==> config.mk <==
export PLATFORM = sky130hd
export DESIGN_NAME = fuzzy_rule_aggregator
export DESIGN_NICKNAME = d
export VERILOG_FILES = /design/src/rtl/fuzzy_rule_aggregator.sv
export SDC_FILE = /design/constraint.sdc
export NUM_CORES = 1
export LEC_CHECK = 0
export CAP_MARGIN = 25
export CORE_MARGIN = 2
export CORE_UTILIZATION = 45
export DETAILED_ROUTE_END_ITERATION = 16
export PLACE_DENSITY = 0.7
export SLEW_MARGIN = 20
export SYNTH_ARGS = -nofsm -noshare
export SYNTH_HDL_FRONTEND = slang
export SYNTH_SLANG_ARGS = --single-unit
==> constraint.sdc <==
create_clock -name clock -period 3.8 [get_ports clock]
set_input_delay 0.57 -clock clock [delete_from_list [all_inputs] [get_ports clock]]
set_output_delay 0.57 -clock clock [all_outputs]
set_load 0.005 [all_outputs]
==> src/rtl/fuzzy_rule_aggregator.sv <==
`default_nettype none
// ============================================================================
// Module      : fuzzy_rule_aggregator
// Description : Max-aggregates RULE_COUNT comparator-tree results per frame and
//               emits the strongest rule and its index on a valid/ready port.
// Revision    : 1.0 - initial release
// ============================================================================
module fuzzy_rule_aggregator #(
    parameter int DATA_WIDTH   = 3,
    parameter int RULE_COUNT   = 4,
    parameter int PIPE_LATENCY = 2,
    localparam int IDX_W       = (RULE_COUNT > 2) ? $clog2(RULE_COUNT) : 1
) (
    input  logic                  clock,
    input  logic                  reset,
    input  logic                  io_start,
    input  logic                  io_inValid,
    input  logic [DATA_WIDTH-1:0] io_ruleResult,
    output logic                  io_out_valid,
    input  logic                  io_out_ready,
    output logic [DATA_WIDTH-1:0] io_out_bits,
    output logic [IDX_W-1:0]      io_out_ruleIndex,
    output logic                  io_busy,
    output logic                  io_overflow
);

    localparam logic [IDX_W-1:0] c_LAST_IDX = IDX_W'(RULE_COUNT - 1);

    logic [PIPE_LATENCY-1:0] r_tok_q,       w_tok_d;
    logic                    r_start_q,     w_start_d;
    logic [DATA_WIDTH-1:0]   r_acc_q,       w_acc_d;
    logic [IDX_W-1:0]        r_acc_idx_q,   w_acc_idx_d;
    logic [IDX_W-1:0]        r_count_q,     w_count_d;
    logic                    r_out_valid_q, w_out_valid_d;
    logic [DATA_WIDTH-1:0]   r_out_bits_q,  w_out_bits_d;
    logic [IDX_W-1:0]        r_out_idx_q,   w_out_idx_d;
    logic                    r_overflow_q,  w_overflow_d;

    logic                    w_acc_en;
    logic                    w_last;
    logic                    w_load;
    logic [DATA_WIDTH-1:0]   w_max;
    logic [IDX_W-1:0]        w_max_idx;

    // Token pipe moves only when the upstream tree's enable moves its data.
    always_comb begin
        w_tok_d   = r_tok_q;
        w_start_d = io_start;
        if (io_start) begin
            w_tok_d[0] = io_inValid;
            for (int i = 1; i < PIPE_LATENCY; i++) begin
                w_tok_d[i] = r_tok_q[i-1];
            end
        end
    end

    always_comb begin
        w_acc_en = r_start_q & r_tok_q[PIPE_LATENCY-1];
        w_last   = (r_count_q == c_LAST_IDX);

        // First rule of a frame always loads; later rules win only on strict greater.
        if ((r_count_q == '0) || (io_ruleResult > r_acc_q)) begin
            w_max     = io_ruleResult;
            w_max_idx = r_count_q;
        end else begin
            w_max     = r_acc_q;
            w_max_idx = r_acc_idx_q;
        end

        w_load = w_acc_en & w_last & (~r_out_valid_q | io_out_ready);

        w_acc_d       = r_acc_q;
        w_acc_idx_d   = r_acc_idx_q;
        w_count_d     = r_count_q;
        w_out_valid_d = r_out_valid_q;
        w_out_bits_d  = r_out_bits_q;
        w_out_idx_d   = r_out_idx_q;
        w_overflow_d  = r_overflow_q;

        if (w_acc_en) begin
            w_acc_d     = w_max;
            w_acc_idx_d = w_max_idx;
            w_count_d   = w_last ? '0 : r_count_q + IDX_W'(1);
            if (w_last && !w_load) begin
                w_overflow_d = 1'b1;
            end
        end

        if (r_out_valid_q && io_out_ready) begin
            w_out_valid_d = 1'b0;
        end
        if (w_load) begin
            w_out_valid_d = 1'b1;
            w_out_bits_d  = w_max;
            w_out_idx_d   = w_max_idx;
        end
    end

    always_ff @(posedge clock) begin
        if (reset) begin
            r_tok_q       <= '0;
            r_start_q     <= 1'b0;
            r_acc_q       <= '0;
            r_acc_idx_q   <= '0;
            r_count_q     <= '0;
            r_out_valid_q <= 1'b0;
            r_out_bits_q  <= '0;
            r_out_idx_q   <= '0;
            r_overflow_q  <= 1'b0;
        end else begin
            r_tok_q       <= w_tok_d;
            r_start_q     <= w_start_d;
            r_acc_q       <= w_acc_d;
            r_acc_idx_q   <= w_acc_idx_d;
            r_count_q     <= w_count_d;
            r_out_valid_q <= w_out_valid_d;
            r_out_bits_q  <= w_out_bits_d;
            r_out_idx_q   <= w_out_idx_d;
            r_overflow_q  <= w_overflow_d;
        end
    end

    assign io_out_valid     = r_out_valid_q;
    assign io_out_bits      = r_out_bits_q;
    assign io_out_ruleIndex = r_out_idx_q;
    assign io_busy          = (r_count_q != '0);
    assign io_overflow      = r_overflow_q;

endmodule
`default_nettype wire
[Word-level counts from Yosys, hierarchy flattened]
Index checks and enable logic that the tools add are counted.
Widths: inputs -> output; s select.
Word-level totals
  bits in registers: 17
  latch bits: 0
  RAM bits: 0
  ROM bits: 0
  logic and storage cells: 30
  memories: 0
Operators by class
  add/subtract/negate cells: 1
  multiply operators: 0
  div/mod/pow operators: 0
  order comparisons: 1
  equal/unequal tests: 1
  shift-type cells: 0
  multiplexer cells: 5
  bitwise logic cells: 5
  reductions and logical operators: 8
Operators with widths (count)
  $mux 2: 2
  $reduce_bool 2->1: 2
  $and 1x1->1: 3
  $gt 3x3->1: 1
  $mux 3: 1
  $add 2x1->2 const B: 1
  $eq 2x2->1 const B: 1
  $logic_and 1x1->1: 2
  $logic_not 2->1: 1
  $mux 1: 2
  $reduce_and 2->1: 1
  $logic_not 1->1: 1
  $logic_or 1x1->1: 1
  $not 1->1: 1
  $or 1x1->1: 1

[Logic depth before layout (Yosys ltp)]
  depth in word-level cells: 6
  gate-level depth with buffers: 6
  depth with buffers taken out: 6

[Least setup slack after synthesis]
No wires, ideal clock.
  path type: input -> register
  from: in io_ruleResult[1]
  to: reg r_out_bits_q[2] (netlist: io_out_bits[2])
  data arrival time: 1.697 ns
  path slack: 1.964 ns
  stages: 5
  cell sequence: ha_1 -> and2b_1 -> or3_4 -> a32oi_1 -> a211oi_1
Between the ends
  longest elaborated chain between the ends: 3
Ends and longest elaborated chain
  start: declaration: line 18  | input logic [DATA_WIDTH-1:0] io_ruleResult,
  $gt 3x3->1: line 62  | if ((r_count_q == '0) || (io_ruleResult > r_acc_q)) begin
  $logic_or 1x1->1: line 62
  $mux 3: line 62
  end signal: assignment: line 117  | r_out_bits_q <= w_out_bits_d;
  end: declaration: line 35  | logic [DATA_WIDTH-1:0] r_out_bits_q, w_out_bits_d;
No other way between the ends.
A chain may end at the register's enable or synchronous reset.

[Worst setup path in the final report]
  from: reg r_count_q[0]
  to: out io_busy
Between the ends
  longest elaborated chain between the ends: 1
Ends and longest elaborated chain
  start: declaration: line 33  | logic [IDX_W-1:0] r_count_q, w_count_d;
  start signal: assignment: line 115  | r_count_q <= w_count_d;
  $reduce_bool 2->1: line 126  | assign io_busy = (r_count_q != '0);
  end: declaration: line 23  | output logic io_busy,
No other way between the ends.

==> run_results.csv <==
group,metric,value,unit
run_status,status,"complete, no violations",
drt,wire_per_inst,11.8,um
grt,grt_pass1_wl,2660,um
pwr,power.density,286,nW/um^2
flow_run,drv_cap,0,
synthesis,async_flop_share,0,%
placement,portBuffers,15,
setup_path,crit_path_start_kind,"flip-flop",
drt,drt_first_pass_iters,4,
drt,antenna_left,0,
placement,dp_hpwl,1170,um
layout,regArea,340,um^2
synthesis,yosys.area.top_type_share,39.4,%
placement,gp_congestion,0.785,
pwr,p_sw,68.2,uW
synthesis,ys_top_cells_by_area,"dfxtp_1, ha_1, mux2i_1",
synthesis,ys_seq_area_share,39.4,%
floorplan,start_util,49.0,%
grt,grt_usage,16.7,%
clock_tree,cts_max_level,1,
setup_path,cp_max_fo,10,
clock_tree,cts_resized,0,
clock_tree,postCtsHoldBufs,0,
synthesis,ys_warn_count,0,
timing,final-setup-viol-count,0,
clock_tree,clkSlewWorstSetupHoldPaths,100,ps
drt,route.detailed.drc,0,
timing,slew_violations,0,
setup_path,worstSetupEndpointType,"output port",
drt,drt-total-wl,1580,um
synthesis,ys.flop_type,"dfxtp_1",
floorplan,coreArea,1760,um^2
pwr,p_int,235,uW
clock_tree,cts_buffer_depth,2,
layout,nets,123,
pwr,peakVddDrop,0.174,mV
synthesis,synth_edf_count,0,
layout,fill_cells,174,
synthesis,synth_cell_types,28,
drt,vias_per_cell,5.29,
pwr,total_leakage_power,0.000362,uW
layout,area_delta_synth_final,22.6,%
grt,first_global_vias,604,
floorplan,dieHeight,47.8,um
timing,finalSetupTns,0,ps
timing,fin_skew,5.33,ps
grt,grt_max_degree,23,
timing,rsz0062_at_grt,"no",
clock_tree,insertion_delay,280,ps
grt,grt_overflow,0,
min_path,hold_class,"reg -> reg",
pwr,p_sw_share,22.5,%
clock_tree,cts_setup_buffers,0,
timing,finalHoldViolCount,0,
layout,insertedDiodeCount,0,
drt,drtIter0Drc,8,
pwr,seqPwrFrac,59.7,%
setup_path,worstPathRequired,3230,ps
layout,multi_input_area,489,um^2
setup_path,worst_ep_arrival_time,1680,ps
floorplan,rows,15,
timing,max_freq,0.444,GHz
layout,drive_gt1_share,9.17,%
pwr,combPwrFrac,9.4,%
timing,relSlewSlack,54.6,%
clock_tree,clock-sinks,17,
drt,via_count,709,
timing,finalCritPeriodShare,59.3,%
synthesis,synth_nets,106,
floorplan,io_pins,16,
setup_path,critPathKind,"reg -> out",
synthesis,yosysTopAreaCell,"dfxtp_1",
floorplan,die_w,47.8,um
floorplan,dieArea,2290,um^2
timing,hold-worst-slack,484,ps
synthesis,yosys_register_bits,17,
pwr,pwr-share-clk,30.9,%
grt,grt_antenna_before_repair,0,
synthesis,syn_inst,93,
timing,worstMarginPinSlew,679,ps
synthesis,synthTopCellsByCount,"dfxtp_1, nor2_1, inv_1, nand2b_1",
clock_tree,cts_root_buf,"clkbuf_4",
clock_tree,cts_tree,"done",
synthesis,yosysMostFrequentCell,"dfxtp_1",
timing,fin_crit,2250,ps
clock_tree,cts_buffers,3,
synthesis,syn_area,865,um^2
synthesis,avgSynthCellArea,9.30,um^2
placed cells by master (no fill, tap or decap), types with 3 or more instances in the layout:
| cell | synthesis | routed |
|---|---|---|
| a211oi_1 | 5 | 5 |
| a21oi_1 | 4 | 4 |
| a32oi_1 | 5 | 5 |
| clkbuf_4 | 0 | 3 |
| clkdlybuf4s50_1 | 0 | 15 |
| dfxtp_1 | 17 | 17 |
| ha_1 | 5 | 5 |
| inv_1 | 6 | 6 |
| mux2i_1 | 5 | 5 |
| nand2_1 | 3 | 3 |
| nand2b_1 | 6 | 6 |
| nor2_1 | 12 | 12 |
| nor2b_1 | 5 | 5 |
final timing paths:
kind                   from  depth (start not counted)        endpoint  slack [ps]
min          r_acc_idx_q[0]                          2  r_acc_idx_q[0]         480
max            r_count_q[0]                          4         io_busy        1550
min reg2reg  r_acc_idx_q[0]                          2  r_acc_idx_q[0]         480
max reg2reg    r_count_q[0]                          5  io_out_bits[0]        2000
worst max-delay path: stages, from the launching register on:
cell and delay (ps):
dfxtp_1 430, inv_1 70, ha_1 330, inv_1 90, clkdlybuf4s50_1 490
flip-flops by register name, indices dropped and copies added (netlist names), 2 cells and up:
| name | cells |
|---|---|
| io_out_ruleIndex | 2 |
| r_tok_q | 2 |
| r_acc_idx_q | 2 |
| io_out_bits | 3 |
| r_count_q | 2 |
| r_acc_q | 3 |
layout make-up:
cell class | count | share of cell area (%)
sequential | 17 | 32.1
clock buffer | 4 | 2.48
inverter | 6 | 2.13
tap | 25 | 2.95
multi-input combinational | 67 | 46.2
timing repair buffer | 15 | 14.2
cell families (layout without fill, tap and decap cells):
| group | count (synthesis) | in the layout | share of synthesized area [%] |
|---|---|---|---|
| and+or+nand+nor | 37 | 37 | 25.6 |
| AOI/OAI and AO/OA | 20 | 20 | 17.9 |
| DFF | 17 | 17 | 39.4 |
| buffers and inverters | 9 | 25 | 4.05 |
| adders and majority gates | 5 | 5 | 7.24 |
| muxes | 5 | 5 | 5.79 |
routing by layer:
| layer | vias to the layer above | global-route usage (%) | wire length, um |
|---|---|---|---|
| li1 | 364 | - | - |
| met1 | 330 | 23.1 | 787 |
| met2 | 13 | 25.3 | 720 |
| met3 | 2 | 3.40 | 54 |
| met4 | 0 | 6.49 | 13 |
| met5 | - | 0 | 0 |
through the flow:
stage | cell area, um^2 | utilization, % | power (uW) | cells | worst slack, ps
2_1_floorplan | 865 | - | 202 | 93 | 1960
3_3_place_gp | 1030 | 58.6 | 213 | 130 | 1300
3_5_place_dp | 1030 | 58.6 | 214 | 130 | 1330
4_1_cts | 1060 | 60.1 | 308 | 134 | 1530
5_1_grt | 1060 | 60.1 | 321 | 134 | 1410
6_report | 1060 | 60.1 | 304 | 134 | 1550
power by group through the flow:
stage | Sequential (uW) | Clock (uW) | Combinational (uW)
floorplan | 185 | 0 | 16.6
global placement | 185 | 0 | 28.3
detailed placement | 185 | 0 | 28.6
CTS | 181 | 98.3 | 28.7
global route | 182 | 107 | 31.9
finish | 181 | 93.7 | 28.7
No activity file was read; power rests on OpenSTA's default activity.
